## src/rtl/dot_product_host_pkg.sv

```systemverilog
// Shared state encoding and batch-size helpers for the dot-product host controller.
package dot_product_host_pkg;

    localparam int DEF_NUM_VECTORS  = 8;
    localparam int DEF_VECTOR_WIDTH = 4;
    localparam int TOTAL_ELEMS      = DEF_NUM_VECTORS * DEF_VECTOR_WIDTH;

    typedef enum logic [2:0] {
        ST_IDLE,
        ST_LOAD,
        ST_KICK,
        ST_WAIT,
        ST_RD_ISSUE,
        ST_RD_CAPT,
        ST_PRESENT,
        ST_DONE
    } host_state_e;

    function automatic int total_elems(input int num_vectors, input int vector_width);
        return num_vectors * vector_width;
    endfunction

endpackage

```

## src/rtl/dot_product_host_ctrl.sv

```systemverilog
// Host initiator: loads a batch into the accelerator, kicks it, reads results back as a stream.
// Optional watchdog in WAIT (adds port timeout) when DOT_PRODUCT_HOST_TIMEOUT_EN is defined.
module dot_product_host_ctrl
    import dot_product_host_pkg::*;
#(
    parameter int DATA_WIDTH      = 8,
    parameter int VECTOR_WIDTH    = DEF_VECTOR_WIDTH,
    parameter int NUM_VECTORS     = DEF_NUM_VECTORS,
    parameter int ADDR_WIDTH      = 5,
    parameter int MEM3_ADDR_WIDTH = 4,
    parameter int RESULT_WIDTH    = 2*DATA_WIDTH + $clog2(VECTOR_WIDTH),
    parameter int TIMEOUT_CYCLES  = 1024
) (
    input  logic                       clk,
    input  logic                       rst,
    input  logic                       start,
    output logic                       busy,
    output logic                       done,
    input  logic                       in_valid,
    output logic                       in_ready,
    input  logic [DATA_WIDTH-1:0]      in_a,
    input  logic [DATA_WIDTH-1:0]      in_b,
    output logic                       acc_write_en,
    output logic [ADDR_WIDTH-1:0]      acc_write_addr,
    output logic [DATA_WIDTH-1:0]      acc_data_a,
    output logic [DATA_WIDTH-1:0]      acc_data_b,
    output logic                       acc_start_reading,
    input  logic                       acc_reading_done,
    input  logic                       acc_writer_done,
    output logic                       acc_read_en,
    output logic [MEM3_ADDR_WIDTH-1:0] acc_read_addr,
    input  logic [RESULT_WIDTH-1:0]    acc_result_out,
    output logic                       res_valid,
    input  logic                       res_ready,
    output logic [RESULT_WIDTH-1:0]    res_data,
    output logic                       res_last
`ifdef DOT_PRODUCT_HOST_TIMEOUT_EN
    ,
    output logic                       timeout
`endif
);

    localparam int TOTAL = total_elems(NUM_VECTORS, VECTOR_WIDTH);
    localparam logic [ADDR_WIDTH-1:0]      LAST_ELEM = ADDR_WIDTH'(TOTAL - 1);
    localparam logic [MEM3_ADDR_WIDTH-1:0] LAST_RES  = MEM3_ADDR_WIDTH'(NUM_VECTORS - 1);

    if (TOTAL > 2**ADDR_WIDTH) begin : g_chk_addr
        $error("input memory too small for one batch");
    end
    if (NUM_VECTORS > 2**MEM3_ADDR_WIDTH) begin : g_chk_res
        $error("result memory too small for one batch");
    end
    if (TIMEOUT_CYCLES < 1) begin : g_chk_tmo
        $error("watchdog limit must be at least one cycle");
    end

    host_state_e                state_q, state_d;
    logic [ADDR_WIDTH-1:0]      elem_cnt_q, elem_cnt_d;
    logic [MEM3_ADDR_WIDTH-1:0] res_cnt_q, res_cnt_d;
    logic                       rd_seen_q, rd_seen_d;
    logic                       wr_seen_q, wr_seen_d;
    logic                       busy_q, busy_d;
    logic                       done_q, done_d;
    logic                       wr_en_q, wr_en_d;
    logic [ADDR_WIDTH-1:0]      wr_addr_q, wr_addr_d;
    logic [DATA_WIDTH-1:0]      data_a_q, data_a_d;
    logic [DATA_WIDTH-1:0]      data_b_q, data_b_d;
    logic                       kick_q, kick_d;
    logic                       rd_en_q, rd_en_d;
    logic [MEM3_ADDR_WIDTH-1:0] rd_addr_q, rd_addr_d;
    logic                       res_valid_q, res_valid_d;
    logic [RESULT_WIDTH-1:0]    res_data_q, res_data_d;
    logic                       res_last_q, res_last_d;

`ifdef DOT_PRODUCT_HOST_TIMEOUT_EN
    localparam int WAIT_W = (TIMEOUT_CYCLES > 1) ? $clog2(TIMEOUT_CYCLES) : 1;
    localparam logic [WAIT_W-1:0] WAIT_LOAD = WAIT_W'(TIMEOUT_CYCLES - 1);
    logic [WAIT_W-1:0] wait_cnt_q, wait_cnt_d;
    logic              timeout_q, timeout_d;
`endif

    always_comb begin
        state_d     = state_q;
        elem_cnt_d  = elem_cnt_q;
        res_cnt_d   = res_cnt_q;
        rd_seen_d   = rd_seen_q;
        wr_seen_d   = wr_seen_q;
        done_d      = 1'b0;
        wr_en_d     = 1'b0;
        wr_addr_d   = wr_addr_q;
        data_a_d    = data_a_q;
        data_b_d    = data_b_q;
        kick_d      = 1'b0;
        rd_en_d     = 1'b0;
        rd_addr_d   = rd_addr_q;
        res_valid_d = res_valid_q;
        res_data_d  = res_data_q;
        res_last_d  = res_last_q;
`ifdef DOT_PRODUCT_HOST_TIMEOUT_EN
        wait_cnt_d  = wait_cnt_q;
        timeout_d   = timeout_q;
`endif

        case (state_q)
            ST_IDLE: begin
                if (start) begin
                    elem_cnt_d = '0;
                    res_cnt_d  = '0;
                    rd_seen_d  = 1'b0;
                    wr_seen_d  = 1'b0;
`ifdef DOT_PRODUCT_HOST_TIMEOUT_EN
                    timeout_d  = 1'b0;
`endif
                    state_d    = ST_LOAD;
                end
            end
            ST_LOAD: begin
                if (in_valid) begin
                    wr_en_d   = 1'b1;
                    wr_addr_d = elem_cnt_q;
                    data_a_d  = in_a;
                    data_b_d  = in_b;
                    // The start pulse lands in the same cycle as the final write.
                    if (elem_cnt_q == LAST_ELEM) begin
                        kick_d  = 1'b1;
                        state_d = ST_KICK;
                    end else begin
                        elem_cnt_d = elem_cnt_q + 1'b1;
                    end
                end
            end
            ST_KICK: begin
`ifdef DOT_PRODUCT_HOST_TIMEOUT_EN
                wait_cnt_d = WAIT_LOAD;
`endif
                state_d = ST_WAIT;
            end
            ST_WAIT: begin
                rd_seen_d = rd_seen_q | acc_reading_done;
                wr_seen_d = wr_seen_q | acc_writer_done;
                if (rd_seen_d && wr_seen_d) begin
                    rd_en_d   = 1'b1;
                    rd_addr_d = res_cnt_q;
                    state_d   = ST_RD_ISSUE;
                end
`ifdef DOT_PRODUCT_HOST_TIMEOUT_EN
                else if (wait_cnt_q == '0) begin
                    done_d    = 1'b1;
                    timeout_d = 1'b1;
                    state_d   = ST_DONE;
                end else begin
                    wait_cnt_d = wait_cnt_q - 1'b1;
                end
`endif
            end
            ST_RD_ISSUE: begin
                state_d = ST_RD_CAPT;
            end
            ST_RD_CAPT: begin
                res_data_d  = acc_result_out;
                res_valid_d = 1'b1;
                res_last_d  = (res_cnt_q == LAST_RES);
                state_d     = ST_PRESENT;
            end
            ST_PRESENT: begin
                if (res_ready) begin
                    res_valid_d = 1'b0;
                    res_last_d  = 1'b0;
                    if (res_cnt_q == LAST_RES) begin
                        done_d  = 1'b1;
                        state_d = ST_DONE;
                    end else begin
                        res_cnt_d = res_cnt_q + 1'b1;
                        rd_en_d   = 1'b1;
                        rd_addr_d = res_cnt_q + 1'b1;
                        state_d   = ST_RD_ISSUE;
                    end
                end
            end
            ST_DONE: begin
                state_d = ST_IDLE;
            end
            default: begin
                state_d = ST_IDLE;
            end
        endcase

        busy_d = (state_d != ST_IDLE);
    end

    always_ff @(posedge clk or posedge rst) begin
        if (rst) begin
            state_q     <= ST_IDLE;
            elem_cnt_q  <= '0;
            res_cnt_q   <= '0;
            rd_seen_q   <= 1'b0;
            wr_seen_q   <= 1'b0;
            busy_q      <= 1'b0;
            done_q      <= 1'b0;
            wr_en_q     <= 1'b0;
            wr_addr_q   <= '0;
            data_a_q    <= '0;
            data_b_q    <= '0;
            kick_q      <= 1'b0;
            rd_en_q     <= 1'b0;
            rd_addr_q   <= '0;
            res_valid_q <= 1'b0;
            res_data_q  <= '0;
            res_last_q  <= 1'b0;
`ifdef DOT_PRODUCT_HOST_TIMEOUT_EN
            wait_cnt_q  <= '0;
            timeout_q   <= 1'b0;
`endif
        end else begin
            state_q     <= state_d;
            elem_cnt_q  <= elem_cnt_d;
            res_cnt_q   <= res_cnt_d;
            rd_seen_q   <= rd_seen_d;
            wr_seen_q   <= wr_seen_d;
            busy_q      <= busy_d;
            done_q      <= done_d;
            wr_en_q     <= wr_en_d;
            wr_addr_q   <= wr_addr_d;
            data_a_q    <= data_a_d;
            data_b_q    <= data_b_d;
            kick_q      <= kick_d;
            rd_en_q     <= rd_en_d;
            rd_addr_q   <= rd_addr_d;
            res_valid_q <= res_valid_d;
            res_data_q  <= res_data_d;
            res_last_q  <= res_last_d;
`ifdef DOT_PRODUCT_HOST_TIMEOUT_EN
            wait_cnt_q  <= wait_cnt_d;
            timeout_q   <= timeout_d;
`endif
        end
    end

    assign in_ready          = (state_q == ST_LOAD);
    assign busy              = busy_q;
    assign done              = done_q;
    assign acc_write_en      = wr_en_q;
    assign acc_write_addr    = wr_addr_q;
    assign acc_data_a        = data_a_q;
    assign acc_data_b        = data_b_q;
    assign acc_start_reading = kick_q;
    assign acc_read_en       = rd_en_q;
    assign acc_read_addr     = rd_addr_q;
    assign res_valid         = res_valid_q;
    assign res_data          = res_data_q;
    assign res_last          = res_last_q;
`ifdef DOT_PRODUCT_HOST_TIMEOUT_EN
    assign timeout           = timeout_q;
`endif

endmodule

```

## config.mk

```make
export PLATFORM = sky130hd
export DESIGN_NAME = dot_product_host_ctrl
export DESIGN_NICKNAME = d
export VERILOG_FILES = /design/src/rtl/dot_product_host_pkg.sv /design/src/rtl/dot_product_host_ctrl.sv
export SDC_FILE = /design/constraint.sdc
export NUM_CORES = 1
export LEC_CHECK = 0
export BUFFER_PORTS_ARGS = -buffer_cell sky130_fd_sc_hd__buf_2
export CAP_MARGIN = 25
export CELL_PAD_IN_SITES_DETAIL_PLACEMENT = 0
export CELL_PAD_IN_SITES_GLOBAL_PLACEMENT = 1
export CORE_UTILIZATION = 30
export DETAILED_ROUTE_END_ITERATION = 12
export PLACE_DENSITY = 0.62
export SLEW_MARGIN = 20
export SYNTH_ARGS = -nofsm -noshare
export SYNTH_HDL_FRONTEND = slang
export SYNTH_SLANG_ARGS = --single-unit
```

## constraint.sdc

```tcl
create_clock -name clk -period 5 [get_ports clk]
set_input_delay 0 -clock clk [delete_from_list [all_inputs] [get_ports clk]]
set_output_delay 0 -clock clk [all_outputs]
set_load 0.05 [all_outputs]
```

* After elaboration in Yosys (flattened, before gate mapping)
Cells that the tools add are included.
** Storage, ports and cells
- Register bits :: 64
- Bits of input ports :: 41
- Output and inout bits :: 51
- Word-level logic and storage cells :: 85
** Cells by class
- Add/subtract/negate cells :: 2
- Equality and inequality tests :: 15
- Mux-type cells :: 35
- Bitwise gates (word level) :: 2
- Reduce and logical (&&, ||, !) cells :: 14
** Operators with widths (number)
- 3-bit case mux with 8 select lines :: 1
- 4-bit two-way mux :: 4
- 4-bit case mux with 2 select lines :: 2
- 3-bit two-way mux :: 5
- 5-bit two-way mux :: 3
- 1-bit two-way mux :: 13
- 3-bit == test (second input constant) :: 4
- 2-bit != test (second input constant) :: 6
- 4-bit AND reduction :: 3
- 1-bit case mux with 2 select lines :: 5
- 5-bit case mux with 2 select lines :: 1
- 2-bit nonzero test :: 5
- 3-bit by 2-bit == test with 1-bit output (second input constant) :: 2
- 2-bit AND reduction :: 3
- 5-bit by 1-bit adder with 5-bit output (second input constant) :: 1
- 5-bit == test (second input constant) :: 1
- 4-bit by 1-bit adder with 4-bit output (second input constant) :: 1
- 4-bit by 3-bit == test with 1-bit output (second input constant) :: 1
- 3-bit by 1-bit == test with 1-bit output (second input constant) :: 1
- 3-bit logical NOT :: 1
- 3-bit nonzero test :: 1
- 2-bit two-way mux :: 1
- 1-bit OR :: 2
- 1-bit logical AND :: 1

* Logic depth before layout (Yosys ltp)
Gate-level depths: netlist of run 1.
- Word-level depth :: 5
- Depth in mapped cells :: 7

* Worst setup path after synthesis of run 1
No wires, ideal clock.
- Path type :: reg-to-reg
- From :: register elem_cnt_q[0]
- To :: register busy_q (netlist: busy)
- Library setup time :: 0.124 ns
- Arrival time :: 1.539 ns
- Required time :: 4.876 ns
- Path slack :: 3.337 ns
- Cell stages (with the launch flop) :: 8
- Clock period less this slack :: 1.663 ns
- Cell sequence :: dfrtp_1 -> ha_1 -> and3_1 -> ha_1 -> nand2_1 -> a221oi_2 -> a21oi_1 -> or2_1
** Between the ends
- Cells in the longest elaborated chain, start to end :: 5
** Ends and longest elaborated chain
- start, declared :: RTL line dot_product_host_ctrl.sv:58 : logic [ADDR_WIDTH-1:0] elem_cnt_q, elem_cnt_d;
- start signal, assigned :: RTL line dot_product_host_ctrl.sv:216 : elem_cnt_q <= elem_cnt_d;
- 5-bit == test :: RTL line dot_product_host_ctrl.sv:124 : if (elem_cnt_q == LAST_ELEM) begin
- 3-bit two-way mux :: RTL line dot_product_host_ctrl.sv:124
- 3-bit two-way mux :: RTL line dot_product_host_ctrl.sv:118 : if (in_valid) begin
- 3-bit case mux with 8 select lines :: RTL line dot_product_host_ctrl.sv:104 : case (state_q)
- named net state_d[0] :: RTL line dot_product_host_ctrl.sv:57 : host_state_e state_q, state_d;
- 3-bit nonzero test :: RTL line dot_product_host_ctrl.sv:188 : busy_d = (state_d != ST_IDLE);
- named net busy_d :: RTL line dot_product_host_ctrl.sv:62 : logic busy_q, busy_d;
- end signal, assigned :: RTL line dot_product_host_ctrl.sv:220 : busy_q <= busy_d;
- end, declared :: RTL line dot_product_host_ctrl.sv:62
The timed path passes the listed nets, and every way through them passes these cells.
A chain may end at the register's enable or synchronous reset.

* Final worst setup path of run 1
- From :: register state_q[0]
- To :: register elem_cnt_q[3]
** Between the ends
- Cells in the longest elaborated chain, start to end :: 3
- Elaborated cells between the ends (all ways) :: 8
- Those cells by class :: 4 x eq/ne; 1 x mux; 3 x reduce/logical
** Ends and longest elaborated chain
- start, declared :: RTL line dot_product_host_ctrl.sv:57
- start signal, assigned :: RTL line dot_product_host_ctrl.sv:215 : state_q <= state_d;
- 3-bit by 1-bit == test with 1-bit output or 3-bit logical NOT (tied branches) :: RTL line dot_product_host_ctrl.sv:104
- 2-bit != test (no line) or 2-bit nonzero test (tied branches)
- 4-bit AND reduction (no line)
Several ways; a longest one is shown, not always the timed one.

==> results of run 1 <==
[metal layers]
metal,routed length [µm],vias up,share of wire (%)
met5,0,-,0
met3,341,6,5.7
met2,2680,69,45
met4,59,0,0.99
li1,-,1010,-
met1,2880,978,48
[worst max-delay path by stage]
stage	from	end	cells after the start
after floorplan	elem_cnt_q[0]	busy	7
after global placement	state_q[2]	res_data[4]	2
after detailed placement	state_q[2]	res_data[15]	2
after CTS	state_q[2]	res_data[15]	2
after global routing	state_q[0]	elem_cnt_q[3]	4
final	state_q[0]	elem_cnt_q[3]	4
[area by class of cell]
cell class	count	area, µm²
well taps	108	135
clock buffers	10	138
flip-flops and latches	64	1600
inverters	5	18.8
fillers	833	4900
clock inverters	5	81.3
repair buffers	130	845
multi-input cells	130	1040
[cell families (layout without fill, tap and decap cells)]
family                     Yosys count  in the layout  synth area share [%]
adders and majority gates            4              4                  1.83
DFF                                 64             64                  58.6
buffers and inverters               14            150                  3.25
AOI/OAI and AO/OA                   34             34                  8.55
xor gates and xnor gates             3              3                 0.961
muxes                               41             41                  16.8
and+or+nand+nor                     48             48                  10.0
[registers in the layout, summed over array words and instances, names as in the netlist]
| register | count |
|---|---|
| done | 1 |
| res_last | 1 |
| acc_data_b | 8 |
| res_valid | 1 |
| acc_start_reading | 1 |
| acc_write_en | 1 |
| wr_seen_q | 1 |
| res_data | 18 |
| acc_read_en | 1 |
| rd_seen_q | 1 |
| acc_read_addr | 4 |
| elem_cnt_q | 5 |
| acc_write_addr | 5 |
| state_q | 3 |
| res_cnt_q | 4 |
| acc_data_a | 8 |
| busy | 1 |
[cells in the mapped netlist, types with 2 or more instances]
library cell and instances:
buf_6 2, xor2_1 2, o21ai_0 7, mux2_1 18
nand2_1 15, a21oi_1 10, a31oi_1 6, nor2_1 10
nor2b_1 5, dfrtp_1 64, mux2_2 22, ha_1 4
nand3b_1 3, buf_4 5, o31ai_1 2, inv_1 4
buf_2 2, nand3_1 2
[cell usage in the layout (no fill, tap or decap), types with 2 or more instances in the layout]
cell           Yosys  routed
a21oi_1           10      10
a31oi_1            6       6
buf_2              2      91
bufinv_16          0       2
clkbuf_8           0      10
dfrtp_1           64      64
dlygate4sd3_1      0      37
ha_1               4       4
inv_1              4       3
inv_2              1       2
mux2_1            18      18
mux2_2            22      22
nand2_1           15      15
nand3_1            2       2
nand3b_1           3       3
nor2_1            10      10
nor2b_1            5       5
o21ai_0            7       7
o31ai_1            2       2
xor2_1             2       2
[worst register-to-register path, stage by stage, from the launching register on]
cell	delay [ns]
dfrtp_1	0.65
and4bb_2	0.73
nor3b_2	0.29
xnor2_1	0.14
nor2_1	0.05
[metrics by stage]
stage	area (µm²)	power, W	hold slack (ns)
floorplan	2740	0.00194	0.135
global placement	3260	0.00221	0.220
detailed placement	3260	0.00222	0.223
CTS	3850	0.00275	0.0220
global route	3860	0.00288	0.0595
finish	3860	0.00272	0.0384
[power by group through the flow]
stage	Clock (W)	Combinational, W	Sequential [W]
finish	0.000492	0.00134	0.000889
global route	0.000536	0.00142	0.000928
CTS	0.000511	0.00135	0.000889
detailed placement	0	0.00133	0.000898
global placement	0	0.00132	0.000891
floorplan	0	0.000460	0.00148
[what timing repair did]
action | 4_1_cts | 5_1_grt
gates resized for setup | 0 | 0
buffers inserted | 0 | 0
endpoints found under the setup margin | 0 | 0
hold buffers | 37 | 0
endpoints found under the hold margin | 100 | 0
==> out/results.ini, run 1 <==
[floorplanning]
die_h_um=97.5
die_w_um=97.5
ios=92
core_mm2=0.00876
start_util_pct=31.2
fp.dieArea_mm2=0.00950
rows=34

[pwr]
combPwrFrac_pct=49.3
peakVddDrop_uv=275
leakage_nw=1.84
p_sw_share_pct=47.5
power.internal_w=0.00143
cellPowerDensity_mw_per_mm2=704
switching_power_w=0.00129
seq_power_share_pct=32.6
clkPwrFrac_pct=18.1

[synthesis]
synth_area_leaders=dfrtp_1, mux2_2, mux2_1
synth_top_area_cell=dfrtp_1
synth_fp_nets=253
synth_seq_area_share_pct=58.6
synthArstFlopShare_pct=100
yosysTopAreaCellShare_pct=58.6
syn_area_mm2=0.00274
ys.flop_type=dfrtp_1
yosysWarnings=0
synth-seq-cells=64
synth_cells=208
synth-edff-count=0
synth_cell_types=43
postSynthAreaPerCell_um2=13.1

[drt]
wl_um=5960
vias=2063
drt_pre_antenna_iters=4
postRouteAntennaNets=0
drc=0
wl_per_cell_um=13.2
viasPerCell=4.56
initialDrtViolationCount=75

[finish]
drive_above_1_share_pct=41.3
nNetsFinal=385
area_delta_synth_final_pct=41.3
final_util_pct=44.1
diodes=0
stdcell_count=452

[critical_path]
startpoint_type=flop
path_class=flop to flop
worstPathRequired_ns=5.19
critPathArrivalTime_ns=2.18
crit_family=simple AND/OR/NAND/NOR gates
path_max_fanout=25
end_kind=flop
r2r_cells=4
crit_slowest_cell=and4bb_2
crit_path_max_incr_delay_ns=0.73
worstReg2RegStart=state_q[0]
crit_chain=and4bb_2 -> nor3b_2 -> xnor2_1 -> nor2_1
crit_buf_inv=0
rr_endpoint=elem_cnt_q[3]
r2r_slack_ns=3.01

[clocking]
h-tree-depth=3
insertion_delay_ns=0.34
clock_path_buffers=2
cts_tree=yes
cts_buffers=9
clk_pin_slew_worst_paths_ns=0.07
clock_sinks=64
ctsRootBufferMaster=clkbuf_8

[place]
dp_hpwl_um=3950
dp_slack_ns=2.91
place_congestion=0.727
place_inst=399
numPortBuffers=91

[min_path]
holdPathEnd=wr_seen_q
hold_path_class=primary input to flop
min-delay-start=start
holdPathStages=4

[timing]
fin_ws_ns=3.01
tightest_slew_ns=0.815
setup_tns_ns=0
finalSetupViolations=0
fmax_mhz=503
min_period_over_period_pct=39.7
min_period_ns=1.99
relSlewSlack_pct=45.6
drv_slew=0
skew_ns=0.0106
hold_viol=0
grt_setup_unrepaired=false

[global_routing]
grt_pass1_vias=2050
grt_pass1_wl_um=10200
grt_max_degree=65
grt_util_met2_pct=20.1
overflow=0
grt_usage_pct=13.5
use_met1_pct=18.3
use_met3_pct=4.32
grt_busiest_layer=met2
antenna_found_initial=0

[run]
maxCapViolCount=0

[run_status]
outcome=finished clean

(Power assumes the default switching activity.)
==> inputs of run 2 (changes only) <==
Settings changed: PLACE_DENSITY 0.62 to 0.65.
Clock period 5 ns to 1.66 ns, I/O delays scaled along.
==> run 2 against run 1 <==
Sequential power increased to 2.9 times the previous value. Non-clock buffer count increased by 25. Critical endpoint unchanged. Register-to-register slack got worse by 2.9 ns. Hold slack got worse by 0.00098 ns. Largest power group unchanged. Clock power increased to 3.0 times the previous value. Clock skew about the same. Via count increased by 5.7%. Die area unchanged.
==> out/results.ini, run 2 (synthesized netlist as in run 1, its figures left out) <==
[pwr]
power.internal_w=0.00466
switching_power_w=0.00396
clkPwrFrac_pct=17.2
leakage_nw=1.99
cellPowerDensity_mw_per_mm2=2080
p_total_w=0.00862
combPwrFrac_pct=52.9
seq_power_share_pct=29.9
peakVddDrop_uv=1040
p_sw_share_pct=46.0

[global_routing]
grt_pass1_wl_um=10500
grt_pass1_vias=2163
grt_max_degree=65
grt_usage_pct=13.8
antenna_found_initial=0
overflow=0

[finish]
area_delta_synth_final_pct=51.7
nNetsFinal=410
largest_reg_flops=18
final_cell_area_mm2=0.00415
layout_common_cells=buf_2, dfrtp_1, dlygate4sd3_1
final_util_pct=47.4
diodes=0
drive_above_1_share_pct=47.4
stdcell_count=477
final_common_cell=buf_2

[clocking]
cts_buffers=9
insertion_delay_ns=0.33
clock_path_buffers=2
cts_tree=yes
clk_pin_slew_worst_paths_ns=0.07
ctsRootBufferMaster=clkbuf_8
clock_sinks=64
h-tree-depth=3

[timing]
min_period_over_period_pct=96.0
tightest_slew_ns=0.334
min_period_ns=1.59
grt_setup_unrepaired=true
drv_slew=0
skew_ns=0.0104
relSlewSlack_pct=77.7
finalSetupViolations=0
hold_viol=0
setup_tns_ns=0
fmax_mhz=627

[place]
numPortBuffers=91
place_inst=423
dp_hpwl_um=4100
place_congestion=0.745
post_dp_cell_area_mm2=0.00348

[min_path]
hold_path_class=primary input to flop

[critical_path]
critPathArrivalTime_ns=1.82
path_max_fanout=25
worstPathRequired_ns=1.89
crit_chain=buf_4 -> and4bb_2 -> buf_12 -> nor3b_2 -> xnor2_1 -> nor2_1
path_class=flop to flop
end_kind=flop
crit_family=simple AND/OR/NAND/NOR gates
crit_buf_inv=2
startpoint_type=flop
crit_slowest_cell=dfrtp_1
crit_path_max_incr_delay_ns=0.43

[drt]
initialDrtViolationCount=58
wl_um=6390
viasPerCell=4.57
vias=2180
drc=0
wl_per_cell_um=13.4
postRouteAntennaNets=0
drt_pre_antenna_iters=4

[floorplanning]
start_util_pct=31.2
rows=34
die_w_um=97.5
ios=92
fp.dieArea_mm2=0.00950
die_h_um=97.5
core_mm2=0.00876

[run_status]
outcome=finished clean

[run]
maxCapViolCount=0

-- run 2: cell types whose count changed in the layout (fill, tap and decap cells not counted), moves of 2 or more --
cell	before	now
ha_1	4	2
buf_12	0	3
buf_4	1	23
dfrtp_1	64	62
nand2_1	15	13
dfrtp_2	0	2
-- run 2: power by group through the flow --
stage / registers, W / clock network (W) / logic (W)
floorplan: 0.00447 / 0 / 0.00139
global placement: 0.00256 / 0 / 0.00440
detailed placement: 0.00258 / 0 / 0.00443
CTS: 0.00255 / 0.00156 / 0.00453
global route: 0.00266 / 0.00162 / 0.00485
finish: 0.00258 / 0.00149 / 0.00456
-- run 2: worst min-delay path: stages --
cell     delay (ns)
buf_2          0.13
nand2_1        0.07
a21oi_1        0.06
nor2_1         0.08
-- run 2: layout make-up --
type / instances / area [µm²]
Timing Repair Buffer: 155 / 1080
Sequential cell: 64 / 1600
Fill cell: 805 / 4610
Tap cell: 108 / 135
Inverter: 5 / 18.8
Clock inverter: 3 / 65.1
Clock buffer: 12 / 155
Multi-Input combinational cell: 130 / 1100
-- run 2: worst paths after layout --
path                             from             to  slack, ns  cells after the start
setup / recovery           state_q[1]  elem_cnt_q[3]       0.07                      6
min in group asynchronous         rst  acc_data_b[7]       0.30                      4
hold reg to reg             res_valid      res_valid       0.47                      2
hold / removal                  start      wr_seen_q       0.04                      4
setup reg to reg           state_q[1]  elem_cnt_q[3]       0.07                      6
max in group asynchronous         rst     state_q[2]       1.08                      4
-- run 2: stage by stage --
stage / setup WS (ns) / hold slack [ns]
2_1_floorplan: 0.0305 / 0.135
3_3_place_gp: 0.0578 / 0.102
3_5_place_dp: 0.0384 / 0.113
4_1_cts: 0.00587 / 0.00622
5_1_grt: -0.0208 / 0.0257
6_report: 0.0661 / 0.0375
-- run 2: what timing repair did --
action,in CTS,in global routing
gates resized for setup,1,13
setup buffers,1,1
hold buffers,37,0
pin swaps,0,4
endpoints found under the setup margin,1,8
endpoints found under the hold margin,100,0
-- run 2: per-layer routing --
metal / share of wire, % / track usage (%) / up-vias
met4: 1.5 / 5.43 / 0
met2: 47 / 21.9 / 78
met3: 5.8 / 4.03 / 10
met5: 0 / 0 / -
li1: - / - / 1059
met1: 46 / 17.8 / 1033
